## src/rtl/adma_pkg.sv

```systemverilog
// Shared AXI DMA types and constants used by the dispatch stage and its helpers.
package adma_pkg;

  localparam logic [1:0] BURST_FIX  = 2'b00;
  localparam logic [1:0] BURST_INCR = 2'b01;
  localparam logic [1:0] RESP_OKAY  = 2'b00;

  localparam int DEF_SRC_ADDR_W = 32;
  localparam int DEF_DST_ADDR_W = 32;
  localparam int DEF_MST_ID_W   = 5;
  localparam int DEF_ATX_LEN_W  = 8;

  // One split AXI transaction at the default datapath widths.
  typedef struct packed {
    logic [DEF_MST_ID_W-1:0]   arid;
    logic [DEF_SRC_ADDR_W-1:0] araddr;
    logic [DEF_ATX_LEN_W-1:0]  arlen;
    logic [1:0]                arburst;
    logic [DEF_MST_ID_W-1:0]   awid;
    logic [DEF_DST_ADDR_W-1:0] awaddr;
    logic [DEF_ATX_LEN_W-1:0]  awlen;
    logic [1:0]                awburst;
    logic                      last;
  } atx_info_t;

endpackage

```

## src/rtl/adma_sync_fifo.sv

```systemverilog
// Single-clock FIFO with first-word-fall-through read data and an occupancy count.
module adma_sync_fifo #(
  parameter int WIDTH = 6,
  parameter int DEPTH = 4
) (
  input  logic                     clk,
  input  logic                     rst_n,
  input  logic                     push,
  input  logic [WIDTH-1:0]         push_data,
  input  logic                     pop,
  output logic [WIDTH-1:0]         pop_data,
  output logic                     full,
  output logic                     empty,
  output logic [$clog2(DEPTH):0]   count
);

  localparam int PTR_W = $clog2(DEPTH);
  localparam int CNT_W = PTR_W + 1;

  logic [WIDTH-1:0] mem [DEPTH];
  logic [PTR_W-1:0] wr_ptr;
  logic [PTR_W-1:0] rd_ptr;
  logic             do_push;
  logic             do_pop;

  assign do_push  = push & ~full;
  assign do_pop   = pop & ~empty;
  assign full     = (count == CNT_W'(DEPTH));
  assign empty    = (count == '0);
  assign pop_data = mem[rd_ptr];

  // NOTE: storage is deliberately left out of reset; the pointers and count
  // define which entries are valid, so clearing the array buys nothing.
  always_ff @(posedge clk) begin
    if (do_push) mem[wr_ptr] <= push_data;
  end

  // DEPTH is a power of two, so the pointers wrap naturally.
  always_ff @(posedge clk or negedge rst_n) begin
    if (!rst_n) begin
      wr_ptr <= '0;
      rd_ptr <= '0;
      count  <= '0;
    end else begin
      if (do_push) wr_ptr <= wr_ptr + 1'b1;
      if (do_pop)  rd_ptr <= rd_ptr + 1'b1;
      case ({do_push, do_pop})
        2'b10:   count <= count + 1'b1;
        2'b01:   count <= count - 1'b1;
        default: count <= count;
      endcase
    end
  end

endmodule

```

## src/rtl/adma_as_atx_dispatch.sv

```systemverilog
// Issues AR/AW address phases of split AXI transactions and tracks write
// completions, flagging the B response that ends each DMA transaction.
module adma_as_atx_dispatch
  import adma_pkg::*;
#(
  parameter int SRC_ADDR_W = 32,
  parameter int DST_ADDR_W = 32,
  parameter int MST_ID_W   = 5,
  parameter int ATX_LEN_W  = 8,
  parameter int OUTST_MAX  = 4
) (
  input  logic                          clk,
  input  logic                          rst_n,
  input  logic [MST_ID_W-1:0]           arid,
  input  logic [SRC_ADDR_W-1:0]         araddr,
  input  logic [ATX_LEN_W-1:0]          arlen,
  input  logic [1:0]                    arburst,
  input  logic [MST_ID_W-1:0]           awid,
  input  logic [DST_ADDR_W-1:0]         awaddr,
  input  logic [ATX_LEN_W-1:0]          awlen,
  input  logic [1:0]                    awburst,
  input  logic                          atx_last,
  input  logic                          atx_vld,
  output logic                          atx_rdy,
  output logic [MST_ID_W-1:0]           m_arid,
  output logic [SRC_ADDR_W-1:0]         m_araddr,
  output logic [ATX_LEN_W-1:0]          m_arlen,
  output logic [1:0]                    m_arburst,
  output logic                          m_arvalid,
  input  logic                          m_arready,
  output logic [MST_ID_W-1:0]           m_awid,
  output logic [DST_ADDR_W-1:0]         m_awaddr,
  output logic [ATX_LEN_W-1:0]          m_awlen,
  output logic [1:0]                    m_awburst,
  output logic                          m_awvalid,
  input  logic                          m_awready,
  input  logic [MST_ID_W-1:0]           m_bid,
  input  logic [1:0]                    m_bresp,
  input  logic                          m_bvalid,
  output logic                          m_bready,
  output logic                          tx_done,
  output logic                          tx_err,
  input  logic                          err_clr,
  output logic [$clog2(OUTST_MAX):0]    outst_cnt
);

  typedef struct packed {
    logic [MST_ID_W-1:0]   id;
    logic [SRC_ADDR_W-1:0] addr;
    logic [ATX_LEN_W-1:0]  len;
    logic [1:0]            burst;
  } ar_pl_t;

  typedef struct packed {
    logic [MST_ID_W-1:0]   id;
    logic [DST_ADDR_W-1:0] addr;
    logic [ATX_LEN_W-1:0]  len;
    logic [1:0]            burst;
  } aw_pl_t;

  ar_pl_t              ar_pl;
  aw_pl_t              aw_pl;
  logic                ar_pend;
  logic                aw_pend;
  logic                ar_hs;
  logic                aw_hs;
  logic                b_hs;
  logic                accept;
  logic                b_err;
  logic                trk_full;
  logic                trk_empty;
  logic [MST_ID_W:0]   trk_head;
  logic [MST_ID_W-1:0] head_id;
  logic                head_last;

  assign ar_hs   = ar_pend & m_arready;
  assign aw_hs   = aw_pend & m_awready;
  // trk_full is registered: a B popping this cycle cannot make room for this cycle's accept.
  assign atx_rdy = (~ar_pend | ar_hs) & (~aw_pend | aw_hs) & ~trk_full;
  assign accept  = atx_vld & atx_rdy;

  assign m_bready = ~trk_empty;
  assign b_hs     = m_bvalid & m_bready;
  assign {head_id, head_last} = trk_head;
  assign b_err    = b_hs & ((m_bresp != RESP_OKAY) | (m_bid != head_id));

  // NOTE: sequential state uses non-blocking assignments so every register
  // samples the pre-edge values, independent of statement order.
  always_ff @(posedge clk or negedge rst_n) begin
    if (!rst_n) begin
      ar_pend <= 1'b0;
      aw_pend <= 1'b0;
      ar_pl   <= '0;
      aw_pl   <= '0;
    end else begin
      ar_pend <= accept | (ar_pend & ~ar_hs);
      aw_pend <= accept | (aw_pend & ~aw_hs);
      if (accept) begin
        ar_pl <= '{id: arid, addr: araddr, len: arlen, burst: arburst};
        aw_pl <= '{id: awid, addr: awaddr, len: awlen, burst: awburst};
      end
    end
  end

  // A new error in the same cycle as err_clr keeps the flag set.
  always_ff @(posedge clk or negedge rst_n) begin
    if (!rst_n) begin
      tx_done <= 1'b0;
      tx_err  <= 1'b0;
    end else begin
      tx_done <= b_hs & head_last;
      if (b_err)        tx_err <= 1'b1;
      else if (err_clr) tx_err <= 1'b0;
    end
  end

  adma_sync_fifo #(
    .WIDTH (MST_ID_W + 1),
    .DEPTH (OUTST_MAX)
  ) u_trk_fifo (
    .clk       (clk),
    .rst_n     (rst_n),
    .push      (accept),
    .push_data ({awid, atx_last}),
    .pop       (b_hs),
    .pop_data  (trk_head),
    .full      (trk_full),
    .empty     (trk_empty),
    .count     (outst_cnt)
  );

  assign m_arvalid = ar_pend;
  assign m_arid    = ar_pl.id;
  assign m_araddr  = ar_pl.addr;
  assign m_arlen   = ar_pl.len;
  assign m_arburst = ar_pl.burst;

  assign m_awvalid = aw_pend;
  assign m_awid    = aw_pl.id;
  assign m_awaddr  = aw_pl.addr;
  assign m_awlen   = aw_pl.len;
  assign m_awburst = aw_pl.burst;

endmodule

```

## config.mk

```make
export PLATFORM = sky130hd
export DESIGN_NAME = adma_as_atx_dispatch
export DESIGN_NICKNAME = d
export VERILOG_FILES = /design/src/rtl/adma_pkg.sv /design/src/rtl/adma_sync_fifo.sv /design/src/rtl/adma_as_atx_dispatch.sv
export SDC_FILE = /design/constraint.sdc
export NUM_CORES = 1
export LEC_CHECK = 0
export ABC_CLOCK_PERIOD_IN_PS = 2270
export CORE_MARGIN = 3
export CORE_UTILIZATION = 39
export DETAILED_ROUTE_END_ITERATION = 16
export HOLD_SLACK_MARGIN = 0.12
export PLACE_DENSITY = 0.82
export SYNTH_ARGS = -nofsm -noshare
export SYNTH_HDL_FRONTEND = slang
export SYNTH_HIERARCHICAL = 1
export SYNTH_SLANG_ARGS = --single-unit
```

## constraint.sdc

```tcl
create_clock -name clk -period 2.27 [get_ports clk]
set_input_delay 0.454 -clock clk [delete_from_list [all_inputs] [get_ports clk]]
set_output_delay 0.454 -clock clk [all_outputs]
set_load 0.01 [all_outputs]
```

* After elaboration in Yosys (flattened, before gate mapping)
Memory sizes are Yosys's and may differ from the RTL's. Cells that the tools add are included. Widths: inputs -> output; s select.
Storage, ports and cells: register bits 105, latch bits 0, RAM bits 24, bits in read-only memories 0, bits of input ports 109, logic and storage cells 56, memories 1
Memory list:
- u_trk_fifo.mem | words 4, width 6, rd ports 1, clocked after memory_dff 0, wr ports 1, RTL line adma_sync_fifo.sv:20 | logic [WIDTH-1:0] mem [DEPTH];
Operators by class: $add $sub $neg 4, multiply operators 0, divide/modulo/power cells 0, magnitude comparators 0, equality and inequality tests 4, shifts and indexed selects 0, multiplexer cells 5, bitwise logic cells 23, reductions and logical operators 4
Operators with widths (number):
- $and 1x1->1 | 12
- $not 1->1 | 6
- $pmux 3 s2 | 1
- $reduce_bool 2->1 | 3
- $ne 5x5->1 | 1
- $or 1x1->1 | 5
- $add 2x1->2 const B | 2
- $mux 1 | 4
- $add 3x1->3 const B | 1
- $eq 3x3->1 const B | 1
- $logic_not 3->1 | 1
- $sub 3x1->3 const B | 1
- $eq 2x1->1 const B | 1
- $eq 2x2->1 const B | 1

* Logic depth before layout (Yosys ltp)
Gate-level depths: netlist of run 1.
depth after elaboration 8, mapped depth 13, depth with buffers taken out 11

* Hierarchy
Netlist of run 1, hierarchy kept.
By module, submodules not included:
- adma_as_atx_dispatch | times used 1, cells an instance 226, area each 3784.9 µm², sequential area each 2452.4 µm²
- adma_sync_fifo | times used 1, cells an instance 69, area each 1306.3 µm², sequential area each 895.9 µm²

* Least setup slack after synthesis of run 1
No wires, ideal clock.
path kind reg-to-reg, from reg u_trk_fifo.count[0], to reg u_trk_fifo.count[2], arrival time 2.443 ns, required time 2.191 ns, setup slack -0.253 ns, stages on the path, launching flop included 14, path buffers 2, clock period less this slack 2.523 ns, cell sequence dfrtp_1 nor3b_4 a221oi_2 and2_1 buf_4 buf_4 nor2b_4 inv_1 ha_1 inv_1 fa_1 xor2_1 nor2_1 xor2_1
On the way: longest elaborated chain between the ends 7
RTL lines:
- from (decl) | RTL line adma_sync_fifo.sv:14 | output logic [$clog2(DEPTH):0] count
- from (signal assigned) | RTL line adma_sync_fifo.sv:48 | 2'b10: count <= count + 1'b1;
- from (signal assigned) | RTL line adma_sync_fifo.sv:49 | 2'b01: count <= count - 1'b1;
- from (signal assigned) | RTL line adma_sync_fifo.sv:50 | default: count <= count;
- $eq 3x3->1 * | RTL line adma_sync_fifo.sv:28 | assign full = (count == CNT_W'(DEPTH));
- via trk_full | RTL line adma_as_atx_dispatch.sv:70 | logic trk_full;
- $not 1->1 * | RTL line adma_as_atx_dispatch.sv:79 | assign atx_rdy = (~ar_pend | ar_hs) & (~aw_pend | aw_hs) & ~trk_full;
- $and 1x1->1 * | RTL line adma_as_atx_dispatch.sv:79
- via atx_rdy | RTL line adma_as_atx_dispatch.sv:24 | output logic atx_rdy,
- $and 1x1->1 * | RTL line adma_as_atx_dispatch.sv:80 | assign accept = atx_vld & atx_rdy;
- via accept | RTL line adma_as_atx_dispatch.sv:68 | logic accept;
- $and 1x1->1 * | RTL line adma_sync_fifo.sv:26 | assign do_push = push & ~full;
- $eq 2x1->1 / $eq 2x2->1 (equally long branches) | RTL line adma_sync_fifo.sv:47 | case ({do_push, do_pop})
- $pmux 3 s2 / $reduce_bool 2->1 (equally long branches)
The timed path passes the listed nets; every way through them passes the cells marked *. A chain may end at the register's enable or synchronous reset.

* Worst setup path after layout of run 1
from reg u_trk_fifo.count[0], to out m_bready
On the way: longest elaborated chain between the ends 2
RTL lines:
- $logic_not 3->1 | RTL line adma_sync_fifo.sv:29 | assign empty = (count == '0);
- via trk_empty | RTL line adma_as_atx_dispatch.sv:71 | logic trk_empty;
- $not 1->1 | RTL line adma_as_atx_dispatch.sv:82 | assign m_bready = ~trk_empty;
- to (decl) | RTL line adma_as_atx_dispatch.sv:40 | output logic m_bready,
The timed path passes the listed nets, and every way through them passes these cells.

==> results of run 1 <==
Yosys cell counts, types with 5 or more instances:
cell type    n  area share (%)
inv_1       12            0.88
ha_1         5             1.2
dfrtp_1    105              52
buf_4        7             1.0
mux4_2       6             2.7
edfxtp_1    24              14
mux2_2      64              14
xnor2_1      5            0.86
mux2_1      30             6.6
cells in the final DEF (no fill, tap or decap), types with 2 or more instances in the layout:
master / netlist / routed
bufinv_16: 0 / 3
mux2_1: 30 / 30
and2_1: 3 / 2
buf_4: 7 / 13
clkinv_2: 0 / 4
edfxtp_1: 24 / 24
inv_1: 12 / 11
a21o_1: 2 / 2
clkbuf_16: 0 / 17
nor2b_1: 2 / 2
dfrtp_2: 0 / 2
buf_12: 3 / 2
and2_2: 3 / 3
clkbuf_1: 0 / 3
xnor2_1: 5 / 5
nand2_1: 2 / 2
dfrtp_1: 105 / 103
mux2_2: 64 / 64
clkdlybuf4s50_1: 0 / 209
xor2_1: 3 / 3
nor2_1: 2 / 2
clkinv_1: 0 / 2
clkinvlp_4: 0 / 2
ha_1: 5 / 4
mux4_2: 6 / 6
nand2b_1: 2 / 2
stage by stage:
| step | total power, W | area [µm²] |
|---|---|---|
| finish | 0.0112 | 8000 |
| global route | 0.0118 | 8000 |
| CTS | 0.0114 | 8000 |
| detailed placement | 0.00865 | 7420 |
| global placement | 0.00848 | 7420 |
| floorplan | 0.00607 | 5110 |
sequential cells by signal (all words and copies together), names as in the netlist:
register	cells
m_araddr	32
m_arburst	2
m_arid	5
m_arlen	8
m_arvalid	1
m_awaddr	32
m_awburst	2
m_awid	5
m_awlen	8
m_awvalid	1
tx_done	1
tx_err	1
u_trk_fifo/count	3
u_trk_fifo/mem	24
u_trk_fifo/rd_ptr	2
u_trk_fifo/wr_ptr	2
what timing repair did:
item                       4_1_cts  5_1_grt
buffers inserted                 0        0
gates cloned                     0        0
resized for setup                1        1
setup endpoints to repair        1        1
hold endpoints to repair         0        0
worst max-delay path: cells and delay by family, from the launching register on:
family | cells | cell delay, ns
buffers and inverters | 3 | 0.69
DFF | 1 | 0.42
and+or+nand+nor | 1 | 0.18
layer usage:
| layer | vias to the layer above | global-route usage (%) | routed length (µm) |
|---|---|---|---|
| li1 | 1512 | - | - |
| met1 | 1646 | 18.3 | 4290 |
| met2 | 121 | 30.0 | 6360 |
| met3 | 18 | 7.53 | 996 |
| met4 | 0 | 5.95 | 183 |
| met5 | - | 0 | 0 |
cell type report:
class / count / area share (%)
Clock inverter: 12 / 1.77
Inverter: 12 / 0.563
Multi-Input combinational cell: 141 / 19.7
Sequential cell: 129 / 41.9
Tap cell: 172 / 2.69
Timing Repair Buffer: 225 / 28.0
Clock buffer: 20 / 5.46
power groups by stage:
stage                     Combinational (W)  Clock [W]  Sequential, W
after floorplan                     0.00172          0        0.00435
after global placement              0.00454          0        0.00394
after detailed placement            0.00464          0        0.00401
after CTS                           0.00467    0.00271        0.00399
after global routing                0.00490    0.00283        0.00412
final                               0.00458    0.00265        0.00397
kinds of logic after synthesis:
| kind of cell | after synthesis | synth area share, % |
|---|---|---|
| flops | 129 | 65.8 |
| mux | 102 | 23.9 |
| buf+inv | 25 | 3.56 |
| simple gates | 17 | 2.33 |
| compound gates | 8 | 1.40 |
| xor+xnor | 8 | 1.38 |
| fa+ha+maj | 6 | 1.62 |
path summary, 6_finish.rpt:
path | end | slack (ns) | depth (start not counted)
min | tx_err | 0.11 | 2
min reg2reg | m_araddr[1] | 0.48 | 1
max | m_bready | 0.11 | 4
max in group asynchronous | u_trk_fifo/count[2] | 1.73 | 2
min in group clk | m_araddr[1] | 0.48 | 1
max reg2reg | u_trk_fifo/count[2] | 0.12 | 11
==> flow_metrics.py, run 1 <==
metrics = {
    "worst_setup_path": {
        "crit_chain": "buf_4, nor3_2, inv_1, clkdlybuf4s50_1",
        "crit_slowest_cell": "clkdlybuf4s50_1",
        "required_ns": 1.82,
        "end_kind": "primary output",
        "reg2reg_from": "u_trk_fifo/count[0]",
        "startpoint": "u_trk_fifo/count[0]",
        "crit_arrival_ns": 1.71,
        "slowest_delay_ns": 0.47,
        "critPathKind": "flop to primary output",
        "cp_max_fo": 5,
        "start_kind": "flop",
    },
    "clocking": {
        "holdBufCountCts": 0,
        "insertion_delay_ns": 0.41,
        "clk_pin_slew_ns": 0.06,
        "clockBufferDepth": 2,
        "ctsRootBufferMaster": "clkbuf_16",
        "h-tree-depth": 4,
        "cts_sinks": 129,
        "cts_tree": "done",
        "cts_buffers": 17,
    },
    "flow_run": {
        "drv_cap": 0,
    },
    "yosys": {
        "ys_seq_elements": 129,
        "netlist_area_um2": 5090,
        "syn_avg_cell_area_um2": 17.3,
        "synthCells": 295,
        "synth_nets": 410,
        "synthArstFlopShare_pct": 81.4,
        "ys_types": 33,
        "synth_seq_area_share_pct": 65.8,
        "synth-edff-count": 24,
        "synth-main-ff-cell": "dfrtp_1",
        "synth_warnings": 6,
    },
    "floorplanning": {
        "core_area_um2": 12700,
        "io_pins": 212,
        "start_util_pct": 40.2,
        "rows": 41,
        "dieArea_um2": 14500,
        "die_w_um": 120,
        "die_h_um": 120,
    },
    "worst_hold_path": {
        "hold_class": "input pin to async pin",
    },
    "cells_and_area": {
        "drive_above_1_share_pct": 23.6,
        "final_util_pct": 63.1,
        "filler_cell_count": 967,
        "synthToLayoutAreaGrowth_pct": 57.2,
        "final-seq-area_um2": 3350,
        "multiInputGateArea_um2": 1570,
        "n_antenna_cell": 0,
        "final_nets": 641,
        "instances_no_fill": 711,
    },
    "power": {
        "swShare_pct": 28.8,
        "comb_power_share_pct": 40.9,
        "ir_drop_mv": 0.718,
        "power.leakage_nw": 3.25,
        "power_switching_w": 0.00323,
        "powerDensity_nw_per_um2": 1400,
        "clkPwrFrac_pct": 23.7,
        "intPower_w": 0.00797,
        "seq_power_share_pct": 35.4,
    },
    "timing": {
        "worst_slew_pin_slew_ns": 0.556,
        "slew_headroom_pct": 62.9,
        "skew_ns": 0.00470,
        "tns_ns": 0,
        "layout_min_cycle_time_ns": 2.16,
        "fmax_ghz": 0.462,
        "setup_viol": 0,
        "finalCritPeriodShare_pct": 95.3,
        "rsz0062_at_grt": "no",
        "hold_slack_ns": 0.109,
        "finalHoldViolCount": 0,
        "drv_slew": 0,
        "setup_ws_ns": 0.106,
    },
    "detailed_routing": {
        "vias": 3297,
        "wirelength_um": 11800,
        "firstDrtPassIters": 4,
        "vias_per_cell": 4.64,
        "post_drt_wl_per_cell_um": 16.6,
        "dr.first_iter.drc_count": 90,
        "ant_nets": 0,
        "drc": 0,
    },
    "grt": {
        "grt_pass1_vias": 3706,
        "grt_pass1_wl_um": 19000,
        "grt_max_degree": 106,
        "grt_usage_pct": 17.1,
        "grt_overflow": 0,
        "antenna_found_initial": 0,
    },
    "placement": {
        "place_inst": 679,
        "place_congestion": 0.684,
        "io_buffers": 211,
        "hpwlAfterDp_um": 8760,
        "dpl_worst_slack_ns": -0.246,
    },
    "run_status": {
        "status": "finished, final reports clean",
    },
}
No activity file was read; power rests on OpenSTA's default activity.
==> run 2: changes to the inputs <==
--- a/config.mk
+++ b/config.mk
@@ -6,6 +6,7 @@
 export NUM_CORES = 1
 export LEC_CHECK = 0
 export ABC_CLOCK_PERIOD_IN_PS = 2270
+export CAP_MARGIN = 40
 export CORE_MARGIN = 3
 export CORE_UTILIZATION = 39
 export DETAILED_ROUTE_END_ITERATION = 16
==> results of run 2 <==
The final DEF is identical to that of run 1; final timing and power are the same.
